<file path="config.mk">
export PLATFORM = sky130hd
export DESIGN_NAME = rotator_pipe_bidir
export DESIGN_NICKNAME = d
export VERILOG_FILES = /design/src/rtl/rotator_pipe_bidir.sv
export SDC_FILE = /design/constraint.sdc
export NUM_CORES = 1
export LEC_CHECK = 0
export BUFFER_PORTS_ARGS = -buffer_cell sky130_fd_sc_hd__buf_2
export CAP_MARGIN = 30
export CORE_MARGIN = 4
export CORE_UTILIZATION = 58
export CTS_BUF_LIST = sky130_fd_sc_hd__clkbuf_8
export DETAILED_ROUTE_END_ITERATION = 8
export GPL_ROUTABILITY_DRIVEN = 0
export PLACE_DENSITY = 0.82
export SLEW_MARGIN = 40
export SYNTH_ARGS = -nofsm -noshare
export SYNTH_HDL_FRONTEND = slang
export SYNTH_SLANG_ARGS = --single-unit
</file>
<file path="constraint.sdc">
create_clock -name clk -period 1.75 [get_ports clk]
set_clock_uncertainty 0.1 [all_clocks]
set_input_delay 0.35 -clock clk [delete_from_list [all_inputs] [get_ports clk]]
set_output_delay 0.35 -clock clk [all_outputs]
set_load 0.02 [all_outputs]
</file>
<file path="src/rtl/rotator_pipe_bidir.sv">
`default_nettype none
// ============================================================================
//  Module   : rotator_pipe_bidir
//  Brief    : Three-stage valid/ready bidirectional barrel rotator. Right
//             rotation is built as rev(rotl(rev(x), k)) around a single
//             left-rotate core.
//  Revision : 1.0 - initial release
// ============================================================================
module rotator_pipe_bidir #(
    parameter int WIDTH = 8,
    parameter int SHW   = 3
) (
    input  logic             clk,
    input  logic             rst,
    input  logic             in_valid,
    output logic             in_ready,
    input  logic [WIDTH-1:0] in_data,
    input  logic [SHW-1:0]   in_amt,
    input  logic             in_dir,
    output logic             out_valid,
    input  logic             out_ready,
    output logic [WIDTH-1:0] out_data,
    output logic             busy
);

    function automatic logic [WIDTH-1:0] f_rev(input logic [WIDTH-1:0] x);
        logic [WIDTH-1:0] y;
        for (int i = 0; i < WIDTH; i++) begin
            y[i] = x[WIDTH-1-i];
        end
        return y;
    endfunction

    // Stage 1: pre-reverse
    logic             r_v1;
    logic [WIDTH-1:0] r_d1;
    logic [SHW-1:0]   r_a1;
    logic             r_dir1;
    // Stage 2: rotate (amount is consumed here, only direction travels on)
    logic             r_v2;
    logic [WIDTH-1:0] r_d2;
    logic             r_dir2;
    // Stage 3: post-reverse, drives the output
    logic             r_v3;
    logic [WIDTH-1:0] r_d3;

    logic w_rdy1;
    logic w_rdy2;
    logic w_rdy3;

    assign w_rdy3    = !r_v3 || out_ready;
    assign w_rdy2    = !r_v2 || w_rdy3;
    assign w_rdy1    = !r_v1 || w_rdy2;
    assign in_ready  = w_rdy1;
    assign out_valid = r_v3;
    assign out_data  = r_d3;
    assign busy      = r_v1 || r_v2 || r_v3;

    // Log-depth left rotator: level g rotates by 2**g when amount bit g is set
    logic [SHW:0][WIDTH-1:0] w_rot;
    assign w_rot[0] = r_d1;

    for (genvar g = 0; g < SHW; g++) begin : g_rot
        localparam int c_sh = 1 << g;
        assign w_rot[g+1] = r_a1[g]
            ? {w_rot[g][WIDTH-1-c_sh:0], w_rot[g][WIDTH-1:WIDTH-c_sh]}
            : w_rot[g];
    end

    always_ff @(posedge clk or posedge rst) begin
        if (rst) begin
            r_v1   <= 1'b0;
            r_d1   <= '0;
            r_a1   <= '0;
            r_dir1 <= 1'b0;
        end else if (w_rdy1) begin
            r_v1 <= in_valid;
            if (in_valid) begin
                r_d1   <= in_dir ? f_rev(in_data) : in_data;
                r_a1   <= in_amt;
                r_dir1 <= in_dir;
            end
        end
    end

    always_ff @(posedge clk or posedge rst) begin
        if (rst) begin
            r_v2   <= 1'b0;
            r_d2   <= '0;
            r_dir2 <= 1'b0;
        end else if (w_rdy2) begin
            r_v2 <= r_v1;
            if (r_v1) begin
                r_d2   <= w_rot[SHW];
                r_dir2 <= r_dir1;
            end
        end
    end

    // Data only moves with a valid beat so the output holds across bubbles
    always_ff @(posedge clk or posedge rst) begin
        if (rst) begin
            r_v3 <= 1'b0;
            r_d3 <= '0;
        end else if (w_rdy3) begin
            r_v3 <= r_v2;
            if (r_v2) begin
                r_d3 <= r_dir2 ? f_rev(r_d2) : r_d2;
            end
        end
    end

endmodule
`default_nettype wire

</file>
==> results of run 1 <==
kinds of logic (layout without fill, tap and decap cells):
family                 after synthesis  after routing  share of synthesized area [%]
AO/OA/AOI/OAI                       64             64                           22.7
multiplexers                        29             29                           18.5
AND/OR/NAND/NOR                     13             13                           5.67
buffers and inverters               17             41                           5.44
flip-flops                          32             32                           47.7
cell usage in the layout (no fill, tap or decap), drive strengths merged:
cell type	instances
dfrtp	32
buf	31
o22ai	16
mux2i	16
a21oi	16
a31oi	16
mux2	13
o21ai	8
o31ai	8
clkbuf	6
nand2b	6
nand2	2
or2	2
inv	2
clkinv	2
and3b	1
nand4b	1
or3	1
stage by stage:
| step | hold slack (ps) | setup slack [ps] |
|---|---|---|
| after CTS | 42.5 | 56.3 |
| after floorplan | 366 | 201 |
| after global placement | 339 | 309 |
| after detailed placement | 348 | 274 |
| after global routing | 74.3 | 17.4 |
| final | 31.5 | 65.2 |
how the worst min path moves through the flow:
stage | end | startpoint
after floorplan | out_data[0] | rst
after global placement | r_v2 | rst
after detailed placement | out_valid | rst
after CTS | out_valid | rst
after global routing | out_valid | rst
final | r_v2 | rst
sequential cells by signal (all words and copies together) (netlist names):
name,cells
out_data,8
out_valid,1
r_a1,3
r_d1,8
r_d2,8
r_dir1,1
r_dir2,1
r_v1,1
r_v2,1
metal layers:
| layer | part of all wire [%] | track usage (%) | vias to the layer above | wire, um |
|---|---|---|---|---|
| met1 | 40 | 21.7 | 645 | 1400 |
| met5 | 0 | 0 | - | 0 |
| met3 | 7.3 | 6.40 | 8 | 252 |
| met2 | 51 | 36.5 | 57 | 1760 |
| li1 | - | - | 637 | - |
| met4 | 1.5 | 6.97 | 0 | 51 |
report_power, final:
part	total (W)	switching, W	internal (W)	leakage (nW)
combinational	0.000774	0.000431	0.000343	0.414
sequential	0.00109	0.000160	0.000933	0.361
clock	0.000581	0.000268	0.000313	0.0510
total	0.00245	0.000859	0.00159	0.826
critical path: stages (launching register included):
cell	delay [ps]
dfrtp_1	420
or3_1	370
buf_2	160
layout make-up:
cell class,instances,area (um^2),area share (%)
Sequential cell,32,801,42.3
Multi-Input combinational cell,106,786,41.5
Timing Repair Buffer,31,168,8.86
Clock buffer,6,82.6,4.36
Tap cell,31,38.8,2.05
Clock inverter,2,10.0,0.529
Inverter,2,7.51,0.397
==> flow_summary.toml, run 1 <==
[place]
dp_cells = 202
hpwl_um = 2560
port_buffers = 26
placed_area_um2 = 1800

[global_routing]
grt_max_degree = 33
grt_pass1_wl_um = 5600
grt_usage_pct = 20.0
grt_pass1_vias = 1321
grt_overflow_total = 0
antenna_found_initial = 0

[drt]
dr_total_vias = 1347
ant_nets = 0
drtIter0Drc = 74
drc = 0
viasPerCell = 6.41
drtPass1Iterations = 4
drt-total-wl_um = 3460
wire_per_inst_um = 16.5

[worst_setup_path]
critPathMaxFanout = 5
r2r_end = "r_d2[1]"
crit_path_end = "busy"
worstPathArrival_ps = 1230
cp.required_ps = 1300
crit_type = "reg2out"
cp-end-kind = "output pin"
r2r-start = "r_a1[1]"
critPathLaunch = "out_valid"
critPathLaunchType = "flip-flop"
reg2reg_slack_ps = 270
ff2ff_path_depth = 3

[sta]
drv_slew = 0
fin_tns_setup_ps = 0
fin_crit_ps = 1680
worst_pin_slew_ps = 563
max_freq_mhz = 594
slew-limit-headroom_pct = 62.5
rsz0062_at_grt = "no"
setup_violations = 0
fin_crit_sh_pct = 96.3
hold_violations = 0

[synthesis]
synthFlopType = "dfrtp_1"
ys_seq_elements = 32
post_synth.cell_area_avg_um2 = 10.8
syn-num-nets = 171
synthTopCellsByCount = "dfrtp_1, a21oi_1, a31oi_1, mux2i_1, o22ai_1"
yosysWarnings = 0
ys_seq_area_share_pct = 47.7
async_reset_ff_share_pct = 100
synthesis.instances = 155
synth.top_cell.area_share_pct = 47.7
synth_edf_count = 0
post_synth_num_cell_types = 23
netlist_area_um2 = 1680
yosys.area.top_type = "dfrtp_1"
synth.most_common_cell = "dfrtp_1"
synth_area_leaders = "dfrtp_1, mux2i_1, mux2_2"

[power_and_ir_drop]
power_w = 0.00245
power.leakage_nw = 0.826
ir_worst_vdd_mv = 1.02
power.density_nw_per_um2 = 1290

[final_layout]
syn_to_final_growth_pct = 12.8
final_cells = 210
n_antenna_cell = 0
finalNetCount = 194
final_area_um2 = 1890
utilization_pct = 68.6
drive_gt1_share_pct = 31.3
fillers = 219

[floorplan]
row_count = 19
fp.dieH_um = 61.8
die_area_um2 = 3820
placeableCoreArea_um2 = 2760
chipWidth_um = 61.8
initial_utilization_pct = 60.8
design.portCount = 27

[cts]
clockRootBuffer = "clkbuf_8"
clkLatencyLatePin_ps = 280
holdBufCountCts = 0
clockBufferDepth = 2
cts_resized = 0
ctsHtreeMaxLevel = 2
cts_tree = "done"
cts_post_setup_buffers_inserted = 0
cts_sinks = 32
clk_pin_slew_ps = 70
cts_buffers = 5

[flow_run]
maxCapViolations = 0

[status]
status = "finished, final reports clean"

[min_path]
hold_path.class = "in2async"
No activity file was read; power rests on OpenSTA's default activity.
==> run 2: changes to the inputs <==
Settings changed: CAP_MARGIN 30 to 20, HOLD_SLACK_MARGIN set to 0.08.
==> run 2 against run 1 <==
  * Clock-buffer cell count is the same
  * Die area is the same
  * First-iteration DRC count grew 4.1%
  * Fmax is essentially flat
  * Clock power is essentially flat
  * Cell count grew 0.48%
  * Critical path type unchanged
==> flow_summary.toml, run 2 (synthesis results as in run 1) <==
[sta]
fin_crit_sh_pct = 96.3
fin_ws_ps = 64.0
max_freq_mhz = 593
drv_slew = 0
slew-limit-headroom_pct = 61.8
fin_tns_setup_ps = 0
fin_crit_ps = 1690
worst_pin_slew_ps = 572
timing.hold.ws_ps = 204
rsz0062_at_grt = "no"
setup_violations = 0
hold_violations = 0

[cts]
cts_sinks = 32
clkLatencyLatePin_ps = 280
ctsHtreeMaxLevel = 2
clockRootBuffer = "clkbuf_8"
clk_pin_slew_ps = 70
clockBufferDepth = 2
cts_buffers = 5
cts_tree = "done"
cts_post_setup_buffers_inserted = 0

[place]
pre_cts_ws_ps = 274
port_buffers = 26
hpwl_um = 2560
dp_cells = 202

[worst_setup_path]
critical_path_cell_count = 2
reg2reg_slack_ps = 270
critical_path.cell_chain = "or3_1 > buf_2"
cp.required_ps = 1300
worstPathArrival_ps = 1240
r2r-start = "r_a1[1]"
critPathLaunchType = "flip-flop"
cp-end-kind = "output pin"
cpMaxStageDelayCell = "dfrtp_1"
r2r_end = "r_d2[1]"
path_delay_family = "flip-flops"
path_buf_inv = 1
critPathMaxFanout = 5
ff2ff_path_depth = 3
slowest_delay_ps = 420
crit_type = "reg2out"

[drt]
drt-total-wl_um = 3480
wire_per_inst_um = 16.5
dr_total_vias = 1352
ant_nets = 0
viasPerCell = 6.41
drc = 0
drtPass1Iterations = 4
drtIter0Drc = 77

[floorplan]
row_count = 19
design.portCount = 27
chipWidth_um = 61.8
placeableCoreArea_um2 = 2760
fp.dieH_um = 61.8
initial_utilization_pct = 60.8
die_area_um2 = 3820

[power_and_ir_drop]
netSwitchingPower_w = 0.000859
share_seq_of_total_power_pct = 44.6
sw_frac_of_total_pct = 35.1
ir_worst_vdd_mv = 1.02
internal_power_w = 0.00159
clkPwrFrac_pct = 23.7
power.leakage_nw = 0.830
power.density_nw_per_um2 = 1290
combPwrFrac_pct = 31.7

[final_layout]
final_cell_mix = "dfrtp_1, buf_2"
n_antenna_cell = 0
final_cells = 211
drive_gt1_share_pct = 31.1
finalNetCount = 195
final_common_cell = "dfrtp_1"
syn_to_final_growth_pct = 13.4

[min_path]
min_to = "r_a1[2]"
hold_path.class = "in2reg"
min_delay_path_depth = 2
hp-start = "in_amt[2]"

[flow_run]
maxCapViolations = 0

[global_routing]
grt_max_degree = 33
grt_overflow_total = 0
antenna_found_initial = 0
grt_pass1_vias = 1321
grt_pass1_wl_um = 5600
grt_usage_pct = 20.0

[status]
status = "finished, final reports clean"
run 2: changes by cell type in the layout (fill, tap and decap cells not counted):
cell / before / now
dlygate4sd3_1: 0 / 1
run 2: metal layers:
metal / vias up / share of wire, % / track usage [%]
met2: 55 / 51 / 36.5
met4: 0 / 1.5 / 6.97
met5: - / 0 / 0
li1: 638 / - / -
met3: 8 / 7.2 / 6.40
met1: 651 / 40 / 21.7
run 2: timing repair:
item / CTS / global route
setup endpoints to repair: 0 / 0
hold endpoints to repair: 32 / 0
hold buffers: 1 / 0
gates resized for setup: 0 / 0
run 2: cell type report:
type,count,area [um^2]
fillers,218,855
flip-flops and latches,32,801
multi-input cells,106,786
repair buffers,32,178
clock buffers,6,82.6
well taps,31,38.8
clock inverters,2,10.0
inverters,2,7.51
run 2: worst max path at each step:
stage,start,end,slack (ps)
2_1_floorplan,out_valid,r_dir2,200
3_3_place_gp,out_ready,r_a1[2],310
3_5_place_dp,out_ready,r_a1[1],270
4_1_cts,out_valid,busy,60
5_1_grt,out_valid,busy,20
6_report,out_valid,busy,60
run 2: power groups by stage:
stage	logic [W]	clock network, W	registers (W)
global placement	0.000736	0	0.00109
finish	0.000776	0.000580	0.00109
detailed placement	0.000774	0	0.00110
CTS	0.000780	0.000589	0.00109
floorplan	0.000523	0	0.00114
global route	0.000854	0.000619	0.00112
run 2: through the flow:
step | total power, W | util (%) | cell area (um^2)
finish | 0.00245 | 69.0 | 1900
global route | 0.00259 | 69.0 | 1900
CTS | 0.00246 | 69.0 | 1900
detailed placement | 0.00188 | 65.3 | 1800
global placement | 0.00182 | 65.3 | 1800
floorplan | 0.00167 | - | 1680
run 2: worst register-to-register path: stages (launching register included):
cell     delay (ps)
dfrtp_1         540
mux2_2          430
o22ai_1         200
o31ai_1         100
